$ cat src/rtl/alu_step_sequencer_if.sv
`default_nettype none
// ============================================================================
// Module      : alu_step_sequencer_if
// Description : Bundle between the step sequencer and the datapath.
//               Inputs to the sequencer: ir, con_ff, mem_ready.
//               Outputs from the sequencer: ctrl (strobe vector), alu_opcode,
//               alu_branch_flag, step (state code), run, mem_fault.
//               master = sequencer side, slave = datapath side.
// Revision    : 1.0  initial release
// ============================================================================
interface alu_step_sequencer_if #(
  parameter int OPW    = 5,
  parameter int CTRL_W = 28
);
  logic [31:0]       ir;
  logic              con_ff;
  logic              mem_ready;
  logic [CTRL_W-1:0] ctrl;
  logic [OPW-1:0]    alu_opcode;
  logic              alu_branch_flag;
  logic [3:0]        step;
  logic              run;
  logic              mem_fault;

  modport master (
    input  ir, con_ff, mem_ready,
    output ctrl, alu_opcode, alu_branch_flag, step, run, mem_fault
  );

  modport slave (
    output ir, con_ff, mem_ready,
    input  ctrl, alu_opcode, alu_branch_flag, step, run, mem_fault
  );
endinterface
`default_nettype wire

$ cat src/rtl/alu_step_sequencer.sv
`default_nettype none
// ============================================================================
// Module      : alu_step_sequencer
// Description : Multi-cycle control-step FSM around the 32-bit ALU datapath.
//               Fetch in T0-T2, decode of ir[31:27], execute in T3-T7.
//               Moore outputs decoded from the state register and ir.
// Ports       : clk   - rising-edge clock
//               clear - asynchronous active-low reset
//               bus   - alu_step_sequencer_if.master (ir, con_ff, mem_ready in;
//                       ctrl, alu_opcode, alu_branch_flag, step, run,
//                       mem_fault out)
// Option      : SEQ_MEM_TIMEOUT_EN - bounds memory waits to MEM_TIMEOUT
//               stalled cycles, then HALT with sticky mem_fault.
// Revision    : 1.0  initial release
// ============================================================================
module alu_step_sequencer #(
  parameter int OPW         = 5,
  parameter int CTRL_W      = 28,
  parameter int MEM_TIMEOUT = 15
) (
  input  wire logic            clk,
  input  wire logic            clear,
  alu_step_sequencer_if.master bus
);

  typedef enum logic [3:0] {
    S_RESET = 4'd0, S_T0 = 4'd1, S_T1 = 4'd2, S_T2 = 4'd3, S_T3 = 4'd4,
    S_T4    = 4'd5, S_T5 = 4'd6, S_T6 = 4'd7, S_T7 = 4'd8, S_HALT = 4'd9
  } state_t;

  // Opcode map (ir[31:27])
  localparam logic [OPW-1:0] OP_LD   = OPW'(5'b00000);
  localparam logic [OPW-1:0] OP_LDI  = OPW'(5'b00001);
  localparam logic [OPW-1:0] OP_ST   = OPW'(5'b00010);
  localparam logic [OPW-1:0] OP_ADD  = OPW'(5'b00011);
  localparam logic [OPW-1:0] OP_ALU3_LAST = OPW'(5'b01010);
  localparam logic [OPW-1:0] OP_IMM_LAST  = OPW'(5'b01101);
  localparam logic [OPW-1:0] OP_MUL  = OPW'(5'b01110);
  localparam logic [OPW-1:0] OP_DIV  = OPW'(5'b01111);
  localparam logic [OPW-1:0] OP_NEG  = OPW'(5'b10000);
  localparam logic [OPW-1:0] OP_NOT  = OPW'(5'b10001);
  localparam logic [OPW-1:0] OP_BR   = OPW'(5'b10010);
  localparam logic [OPW-1:0] OP_JR   = OPW'(5'b10011);
  localparam logic [OPW-1:0] OP_JAL  = OPW'(5'b10100);
  localparam logic [OPW-1:0] OP_IN   = OPW'(5'b10101);
  localparam logic [OPW-1:0] OP_OUT  = OPW'(5'b10110);
  localparam logic [OPW-1:0] OP_MFHI = OPW'(5'b10111);
  localparam logic [OPW-1:0] OP_MFLO = OPW'(5'b11000);
  localparam logic [OPW-1:0] OP_NOP  = OPW'(5'b11001);
  localparam logic [OPW-1:0] OP_HALT = OPW'(5'b11010);

  // Strobe masks
  localparam logic [CTRL_W-1:0] PC_OUT     = CTRL_W'(1 << 0);
  localparam logic [CTRL_W-1:0] PC_IN      = CTRL_W'(1 << 1);
  localparam logic [CTRL_W-1:0] INC_PC     = CTRL_W'(1 << 2);
  localparam logic [CTRL_W-1:0] MAR_IN     = CTRL_W'(1 << 3);
  localparam logic [CTRL_W-1:0] MDR_IN     = CTRL_W'(1 << 4);
  localparam logic [CTRL_W-1:0] MDR_OUT    = CTRL_W'(1 << 5);
  localparam logic [CTRL_W-1:0] MEM_READ   = CTRL_W'(1 << 6);
  localparam logic [CTRL_W-1:0] MEM_WRITE  = CTRL_W'(1 << 7);
  localparam logic [CTRL_W-1:0] IR_IN      = CTRL_W'(1 << 8);
  localparam logic [CTRL_W-1:0] Y_IN       = CTRL_W'(1 << 9);
  localparam logic [CTRL_W-1:0] Z_IN       = CTRL_W'(1 << 10);
  localparam logic [CTRL_W-1:0] ZLOW_OUT   = CTRL_W'(1 << 11);
  localparam logic [CTRL_W-1:0] ZHIGH_OUT  = CTRL_W'(1 << 12);
  localparam logic [CTRL_W-1:0] HI_IN      = CTRL_W'(1 << 13);
  localparam logic [CTRL_W-1:0] LO_IN      = CTRL_W'(1 << 14);
  localparam logic [CTRL_W-1:0] HI_OUT     = CTRL_W'(1 << 15);
  localparam logic [CTRL_W-1:0] LO_OUT     = CTRL_W'(1 << 16);
  localparam logic [CTRL_W-1:0] GRA        = CTRL_W'(1 << 17);
  localparam logic [CTRL_W-1:0] GRB        = CTRL_W'(1 << 18);
  localparam logic [CTRL_W-1:0] GRC        = CTRL_W'(1 << 19);
  localparam logic [CTRL_W-1:0] R_IN       = CTRL_W'(1 << 20);
  localparam logic [CTRL_W-1:0] R_OUT      = CTRL_W'(1 << 21);
  localparam logic [CTRL_W-1:0] BA_OUT     = CTRL_W'(1 << 22);
  localparam logic [CTRL_W-1:0] C_OUT      = CTRL_W'(1 << 23);
  localparam logic [CTRL_W-1:0] CON_IN     = CTRL_W'(1 << 24);
  localparam logic [CTRL_W-1:0] INPORT_OUT = CTRL_W'(1 << 25);
  localparam logic [CTRL_W-1:0] OUTPORT_IN = CTRL_W'(1 << 26);
  localparam logic [CTRL_W-1:0] LINK_IN    = CTRL_W'(1 << 27);

  state_t            state, next_state, last_step;
  logic [OPW-1:0]    op;
  logic              is_alu3, is_imm, is_muldiv, is_negnot, is_mem;
  logic              is_wait, stall, timeout;
  logic [CTRL_W-1:0] strobes;
  logic [OPW-1:0]    alu_op;
  logic              branch_flag;
  logic              unused_ir;

  assign op        = bus.ir[31 -: OPW];
  assign unused_ir = ^bus.ir[31-OPW:0];

  assign is_alu3   = (op >= OP_ADD) && (op <= OP_ALU3_LAST);
  assign is_imm    = (op > OP_ALU3_LAST) && (op <= OP_IMM_LAST);
  assign is_muldiv = (op == OP_MUL) || (op == OP_DIV);
  assign is_negnot = (op == OP_NEG) || (op == OP_NOT);
  assign is_mem    = (op == OP_LD) || (op == OP_ST);

  // Only these steps look at mem_ready.
  assign is_wait = (state == S_T1) ||
                   ((state == S_T6) && (op == OP_LD)) ||
                   ((state == S_T7) && (op == OP_ST));
  assign stall   = is_wait && !bus.mem_ready;

`ifdef SEQ_MEM_TIMEOUT_EN
  logic [3:0] wait_cnt;
  logic       fault;

  // wait_cnt is zero on entry to any wait step because the step before a
  // wait step never stalls; it counts stalled cycles already spent.
  assign timeout = stall && (wait_cnt == 4'(MEM_TIMEOUT - 1));

  always_ff @(posedge clk or negedge clear) begin
    if (!clear) begin
      wait_cnt <= 4'd0;
      fault    <= 1'b0;
    end else begin
      wait_cnt <= stall ? wait_cnt + 4'd1 : 4'd0;
      if (timeout) fault <= 1'b1;
    end
  end

  assign bus.mem_fault = fault;
`else
  localparam int unused_timeout = MEM_TIMEOUT;
  assign timeout       = 1'b0;
  assign bus.mem_fault = 1'b0;
`endif

  // Final execute step of the current instruction.
  always_comb begin : last_step_decode
    last_step = S_T3;
    if (is_alu3 || is_imm || (op == OP_LDI))      last_step = S_T5;
    else if (is_muldiv || (op == OP_BR))          last_step = S_T6;
    else if (is_negnot || (op == OP_JAL))         last_step = S_T4;
    else if (is_mem)                              last_step = S_T7;
  end

  always_ff @(posedge clk or negedge clear) begin
    if (!clear) state <= S_RESET;
    else        state <= next_state;
  end

  always_comb begin : next_state_decode
    next_state = state;
    unique case (state)
      S_RESET: next_state = S_T0;
      S_HALT:  next_state = S_HALT;
      default: begin
        if (timeout)                                next_state = S_HALT;
        else if (stall)                             next_state = state;
        else if ((state == S_T3) && (op == OP_HALT)) next_state = S_HALT;
        else if ((state == last_step) || (state == S_T7)) next_state = S_T0;
        else                                        next_state = state_t'(state + 4'd1);
      end
    endcase
  end

  always_comb begin : output_decode
    strobes     = '0;
    alu_op      = OP_NOP;
    branch_flag = 1'b0;
    case (state)
      S_T0: strobes = PC_OUT | MAR_IN | INC_PC | Z_IN;
      S_T1: strobes = ZLOW_OUT | PC_IN | MEM_READ | MDR_IN;
      S_T2: strobes = MDR_OUT | IR_IN;
      S_T3, S_T4, S_T5, S_T6, S_T7: begin
        if (is_alu3 || is_imm) begin
          case (state)
            S_T3: strobes = GRB | R_OUT | Y_IN;
            S_T4: begin
              strobes = (is_alu3 ? (GRC | R_OUT) : C_OUT) | Z_IN;
              alu_op  = op;
            end
            S_T5: strobes = ZLOW_OUT | GRA | R_IN;
            default: ;
          endcase
        end else if (is_muldiv) begin
          case (state)
            S_T3: strobes = GRA | R_OUT | Y_IN;
            S_T4: begin strobes = GRB | R_OUT | Z_IN; alu_op = op; end
            S_T5: strobes = ZLOW_OUT | LO_IN;
            S_T6: strobes = ZHIGH_OUT | HI_IN;
            default: ;
          endcase
        end else if (is_negnot) begin
          case (state)
            S_T3: begin strobes = GRB | R_OUT | Z_IN; alu_op = op; end
            S_T4: strobes = ZLOW_OUT | GRA | R_IN;
            default: ;
          endcase
        end else if (is_mem || (op == OP_LDI)) begin
          // ld/st share the ldi effective-address steps T3-T4.
          case (state)
            S_T3: strobes = GRB | BA_OUT | Y_IN;
            S_T4: begin strobes = C_OUT | Z_IN; alu_op = op; end
            S_T5: strobes = (op == OP_LDI) ? (ZLOW_OUT | GRA | R_IN) : (ZLOW_OUT | MAR_IN);
            S_T6: strobes = (op == OP_LD) ? (MEM_READ | MDR_IN) : (GRA | R_OUT | MDR_IN);
            S_T7: strobes = (op == OP_LD) ? (MDR_OUT | GRA | R_IN) : MEM_WRITE;
            default: ;
          endcase
        end else if (op == OP_BR) begin
          case (state)
            S_T3: strobes = GRA | R_OUT | CON_IN;
            S_T4: strobes = PC_OUT | Y_IN;
            S_T5: begin
              // Z = PC + C when taken, PC otherwise; ALU selects on the flag.
              strobes     = C_OUT | Z_IN;
              alu_op      = OP_BR;
              branch_flag = bus.con_ff;
            end
            S_T6: strobes = ZLOW_OUT | PC_IN;
            default: ;
          endcase
        end else if (op == OP_JAL) begin
          case (state)
            S_T3: strobes = PC_OUT | LINK_IN;
            S_T4: strobes = GRA | R_OUT | PC_IN;
            default: ;
          endcase
        end else if (state == S_T3) begin
          case (op)
            OP_JR:   strobes = GRA | R_OUT | PC_IN;
            OP_IN:   strobes = INPORT_OUT | GRA | R_IN;
            OP_OUT:  strobes = GRA | R_OUT | OUTPORT_IN;
            OP_MFHI: strobes = HI_OUT | GRA | R_IN;
            OP_MFLO: strobes = LO_OUT | GRA | R_IN;
            default: strobes = '0;
          endcase
        end
      end
      default: ;
    endcase
  end

  assign bus.ctrl            = strobes;
  assign bus.alu_opcode      = alu_op;
  assign bus.alu_branch_flag = branch_flag;
  assign bus.step            = state;
  assign bus.run             = (state != S_RESET) && (state != S_HALT);

endmodule
`default_nettype wire
$ cat src/flat_wrapper.sv
// flat-port wrapper written by rule: the top's interface ports become plain ports
module alu_step_sequencer_flat 
#(
  parameter int OPW         = 5,
  parameter int CTRL_W      = 28,
  parameter int MEM_TIMEOUT = 15
)
  (clk, clear, bus_ir, bus_con_ff, bus_mem_ready, bus_ctrl, bus_alu_opcode, bus_alu_branch_flag, bus_step, bus_run, bus_mem_fault);
  alu_step_sequencer_if #(.OPW(OPW), .CTRL_W(CTRL_W)) bus_i ();
  input  wire logic clk;
  input  wire logic clear;
  input wire logic [$bits(bus_i.ir)-1:0] bus_ir;
  input wire logic [$bits(bus_i.con_ff)-1:0] bus_con_ff;
  input wire logic [$bits(bus_i.mem_ready)-1:0] bus_mem_ready;
  output wire logic [$bits(bus_i.ctrl)-1:0] bus_ctrl;
  output wire logic [$bits(bus_i.alu_opcode)-1:0] bus_alu_opcode;
  output wire logic [$bits(bus_i.alu_branch_flag)-1:0] bus_alu_branch_flag;
  output wire logic [$bits(bus_i.step)-1:0] bus_step;
  output wire logic [$bits(bus_i.run)-1:0] bus_run;
  output wire logic [$bits(bus_i.mem_fault)-1:0] bus_mem_fault;
  assign bus_i.ir = bus_ir;
  assign bus_i.con_ff = bus_con_ff;
  assign bus_i.mem_ready = bus_mem_ready;
  assign bus_ctrl = bus_i.ctrl;
  assign bus_alu_opcode = bus_i.alu_opcode;
  assign bus_alu_branch_flag = bus_i.alu_branch_flag;
  assign bus_step = bus_i.step;
  assign bus_run = bus_i.run;
  assign bus_mem_fault = bus_i.mem_fault;
  alu_step_sequencer #(.OPW(OPW), .CTRL_W(CTRL_W), .MEM_TIMEOUT(MEM_TIMEOUT)) u_core (.clk(clk), .clear(clear), .bus(bus_i));
endmodule
$ cat config.mk
export PLATFORM = sky130hd
export DESIGN_NAME = alu_step_sequencer_flat
export DESIGN_NICKNAME = d
export VERILOG_FILES = /design/src/rtl/alu_step_sequencer_if.sv /design/src/rtl/alu_step_sequencer.sv /design/src/flat_wrapper.sv
export SDC_FILE = /design/constraint.sdc
export NUM_CORES = 1
export LEC_CHECK = 0
export CORE_AREA = 2 2 50 70
export CTS_CLUSTER_DIAMETER = 80
export DETAILED_ROUTE_END_ITERATION = 8
export DIE_AREA = 0 0 52 72
export PLACE_DENSITY_LB_ADDON = 0.1
export RECOVER_POWER = 50
export SYNTH_ARGS = -nofsm -noshare
export SYNTH_HDL_FRONTEND = slang
export SYNTH_SLANG_ARGS = --single-unit
$ cat constraint.sdc
create_clock -name clk -period 5.9 [get_ports clk]
set_input_delay 1.18 -clock clk [delete_from_list [all_inputs] [get_ports clk]]
set_output_delay 1.18 -clock clk [all_outputs]
set_load 0.01 [all_outputs]
# Yosys cells after proc, flatten, opt, wreduce, memory -nomap -nowiden
# Cells that the tools add are included.
[classes] muxes=43 n_eq_ne=26 n_lt_le_gt_ge=4 addsub=1 n_reduce_logical=23
[ops] cell="2-to-1 mux 28 bit" count=7
[ops] cell="case mux 28 bit (5 select lines)" count=1
[ops] cell="case mux 27 bit (5 select lines)" count=1
[ops] cell="case mux 28 bit (4 select lines)" count=1
[ops] cell="case mux 25 bit (4 select lines)" count=1
[ops] cell="case mux 22 bit (4 select lines)" count=1
[ops] cell="case mux 28 bit (3 select lines)" count=1
[ops] cell="case mux 28 bit (2 select lines)" count=1
[ops] cell="equality test 5 bit, second input constant" count=10
[ops] cell="case mux 22 bit (2 select lines)" count=1
[ops] cell="2-to-1 mux 21 bit" count=2
[ops] cell="2-to-1 mux 5 bit" count=8
[ops] cell="2-to-1 mux 4 bit" count=8
[ops] cell="2-to-1 mux 24 bit" count=1
[ops] cell="2-to-1 mux 22 bit" count=1
[ops] cell="equality test 4 x 3 -> 1 bit, second input constant" count=4
[ops] cell="logical OR 1 bit" count=11
[ops] cell="equality test 5 x 4 -> 1 bit, second input constant" count=2
[ops] cell="<= comparator 5 x 4 -> 1 bit, second input constant" count=2
[ops] cell="equality test 4 x 2 -> 1 bit, second input constant" count=2
[ops] cell="equality test 4 bit, second input constant" count=2
[ops] cell="case mux 4 bit (2 select lines)" count=1
[ops] cell="logical AND 1 bit" count=7
[ops] cell="2-to-1 mux 1 bit" count=7
[ops] cell="other kinds (14)" count=14
[totals] ff_bits=4 in_bits=36 wordCells=98

# Depth between registers and ports, before layout
[logic_depth] ltp_word=12 ltp_mapped=9 depth_no_buf=8

# Least setup slack after synthesis
# Ideal clock, no wire load.
[synth_path] kind="in2out" startpoint="input bus_ir[28]" endpoint="output bus_ctrl[21]" setup_slack_ps=2062 n_path_buf=2 arrival_time_ps=2658 cell_stages=8 path_cell_list="buf_2 -> buf_2 -> a211oi_1 -> a311oi_1 -> nor2_1 -> nor2_1 -> a2111o_1 -> a21oi_1"
[synth_via] elab_chain_cells=10 word_cells_on_any_way=38 classes_between="order compare: 4; eq/ne: 13; mux: 13; reduce/logical: 8"
[synth_lines] element="from (decl)" line="flat_wrapper.sv:12" rtl="input wire logic [$bits(bus_i.ir)-1:0] bus_ir;"
[synth_lines] element="equality test 5 bit" line="alu_step_sequencer.sv:223" rtl="case (op)"
[synth_lines] element="case mux 27 bit (5 select lines)" line="alu_step_sequencer.sv:223"
[synth_lines] element="2-to-1 mux 28 bit" line="alu_step_sequencer.sv:222" rtl="end else if (state == S_T3) begin"
[synth_lines] element="2-to-1 mux 28 bit" line="alu_step_sequencer.sv:216" rtl="end else if (op == OP_JAL) begin"
[synth_lines] element="2-to-1 mux 28 bit" line="alu_step_sequencer.sv:203" rtl="end else if (op == OP_BR) begin"
[synth_lines] element="2-to-1 mux 28 bit" line="alu_step_sequencer.sv:193" rtl="end else if (is_mem || (op == OP_LDI)) begin"
[synth_lines] element="2-to-1 mux 28 bit" line="alu_step_sequencer.sv:187" rtl="end else if (is_negnot) begin"
[synth_lines] element="2-to-1 mux 28 bit" line="alu_step_sequencer.sv:179" rtl="end else if (is_muldiv) begin"
[synth_lines] element="2-to-1 mux 28 bit (*)" line="alu_step_sequencer.sv:169" rtl="if (is_alu3 || is_imm) begin"
[synth_lines] element="case mux 28 bit (4 select lines) (*)" line="alu_step_sequencer.sv:164" rtl="case (state)"
[synth_lines] element="to (decl)" line="flat_wrapper.sv:15" rtl="output wire logic [$bits(bus_i.ctrl)-1:0] bus_ctrl;"
# Mark *: on every way between the ends. The rest lies on a longest branch, timed or not.

# Worst setup path after layout
[layout_path] startpoint="input bus_ir[30]" endpoint="output bus_ctrl[17]"
# The elaborated chain is that of the path after synthesis.

==> flow_summary.ini <==
[outcome]
status = complete, no violations

[clock_network]
cts_sinks = 4
clkLatencyLatePin_ns = 0.21
cts-root-buf = clkbuf_8
cts_buffers = 3
path_clk_slew_ns = 0.03
clock_path_buffers = 2
hold_buffers = 0
ctsResizeCount = 0
ctsHtreeMaxLevel = 1
cts_setup_buffers = 0
tritoncts = built

[logic_synthesis]
yosysTopAreaCell = dfrtp_1
synth_area_per_cell_um2 = 6.45
ys_seq_area_frac = 0.0844
synth_xor_xnor_area_share = 0.0222
netlist.area_leader.share = 0.0844
synth_seq_cells = 4
synth.mux.area_fraction = 0.0338
ys_top_cells_by_area = dfrtp_1 (8.4%), nor2_1 (7.6%), nand2_1 (6.3%)
synthAdderAreaFrac = 0.0517
synthDistinctLibCells = 52
synth_top_family_by_area = simple AND/OR/NAND/NOR gates
synthFlopType = dfrtp_1
synth_edf_count = 0
netlist_instances = 184
synth_compound_area_frac = 0.342
synth_area_um2 = 1190
ys_warn_count = 0
async_flop_share = 1.00
synth_nets = 224
synth-simple-area-share = 0.361

[critical_path]
crit_top_cell = a21oi_1
r2r_cells = 7
max_stage_delay_ns = 1.01
slowest_stage = dlygate4sd3_1
cp-end-kind = primary output
crit_path_max_fanout = 21
crit_arrival_ns = 3.93
critPathLaunchType = input port
cp_cell_sequence = dlygate4sd3_1, a211oi_1, a311oi_1, nor2_1, a21oi_1, a21o_1, a21oi_1, clkdlybuf4s50_1
crit_type = in2out
worstPathRequired_ns = 4.72

[pwr]
powerDensity_nw_per_um2 = 308
ir_worst_vdd_v = 0.000254
leakagePower_nw = 0.621

[final_layout]
drive_gt1_frac = 0.0405
largest_reg_flops = 4
layout_commonest_cell = clkdlybuf4s50_1
stdcell_area_um2 = 1660
multi_input_area_um2 = 941
diodes = 0
fin_nets = 264
layout_common_cells = clkdlybuf4s50_1 (30), nor2_1 (24), nand2_1 (20)
syn_to_final_growth_pct = 40.1
register_area_um2 = 100
nFillCells = 330

[timing]
final.setup.tns_ns = 0
fin_ws_ns = 0.789
holdWs_ns = 0.627
tightestPinTransition_ns = 0.728
finalMaxSlewViolations = 0
rsz0062_at_grt = no
relSlewSlack = 0.513
min_period_ns = 5.11
fmax_mhz = 196
fin_skew_ns = 0.0000368
fin_crit_sh = 0.866
setup_viol = 0
hold_viol_final = 0

[detailed_routing]
antenna_left = 0
wirelength_mm = 4.45
viasPerCell = 6.01
first_pass_iters = 6
via_count = 1568
initialDrtViolationCount = 55
wl_per_cell_um = 17.0
route.detailed.drc = 0

[floorplanning]
die_h_um = 72
die_w_um = 52
ioPinCount = 76
initial_utilization = 0.383
coreArea_um2 = 3090
rows = 24
die_area_um2 = 3740

[global_routing]
grt_pass1_wl_mm = 7.03
overflow = 0
grt_max_degree = 22
grt_pass1_vias = 1473
grt_antenna_before_repair = 0
track_usage = 0.242

[flow_run]
drv_cap = 0

[placement]
place_congestion = 0.952
place_area_um2 = 1640
hpwlAfterDp_mm = 3.40
portBuffers = 47
place_ws_ns = 0.847

[worst_hold_path]
hp-class = reg2reg
whs_path_depth = 1
-- cell type report --
type                    count  share of cell area
multi-input cells         155               0.566
clock buffers               3              0.0248
repair buffers             50               0.297
flip-flops and latches      4              0.0602
inverters                  10              0.0226
well taps                  39              0.0294
-- stage by stage --
stage / std cells / util / power (W)
global route: 261 / 0.537 / 0.000552
finish: 261 / 0.537 / 0.000511
detailed placement: 258 / 0.532 / 0.000469
floorplan: 184 / - / 0.000305
CTS: 261 / 0.545 / 0.000528
global placement: 258 / 0.532 / 0.000463
-- final timing paths --
check	start	to	slack (ns)
hold / removal	u_core.bus.step[0]$_DFFE_PN0P_	u_core.bus.step[0]$_DFFE_PN0P_	0.63
setup reg to reg	u_core.bus.step[0]$_DFFE_PN0P_	u_core.bus.step[2]$_DFFE_PN0P_	3.27
setup / recovery	bus_ir[30]	bus_ctrl[17]	0.79
max in group asynchronous	clear	u_core.bus.step[0]$_DFFE_PN0P_	4.50
hold reg to reg	u_core.bus.step[0]$_DFFE_PN0P_	u_core.bus.step[0]$_DFFE_PN0P_	0.63
min in group asynchronous	clear	u_core.bus.step[1]$_DFFE_PN0P_	1.24
-- kinds of logic after synthesis --
group	after synthesis
buffers and inverters	25
AND/OR/NAND/NOR	85
AO/OA/AOI/OAI	57
XOR/XNOR	3
other	1
flip-flops	4
adder cells (fa/ha/maj)	5
multiplexers	4
-- critical path, delay by kind of cell --
family,cells,cell delay (ns)
AOI/OAI and AO/OA,5,1.08
buffers and inverters,2,1.49
and+or+nand+nor,1,0.19
-- layer usage --
| layer | global-route usage | part of all wire |
|---|---|---|
| met5 | 0 | 0 |
| met4 | 0.132 | 0.037 |
| met3 | 0.0206 | 0.049 |
| met2 | 0.423 | 0.53 |
| met1 | 0.282 | 0.39 |
-- cells in the mapped netlist, types with 4 or more instances --
master,number
nor2_1,24
nand2_1,20
a21oi_1,14
inv_1,10
nand3_1,8
o21ai_0,8
buf_2,7
nor3_1,7
nor2b_1,5
o22ai_1,5
dfrtp_1,4
ha_1,4
mux2i_1,4
nand2b_1,4
-- power by group --
part	total, W	internal [W]	switching [W]
registers	0.0000742	0.0000417	0.0000325
clock network	0.0000562	0.0000434	0.0000128
logic	0.000381	0.000174	0.000207
total	0.000511	0.000259	0.000252
(Power assumes the default switching activity.)
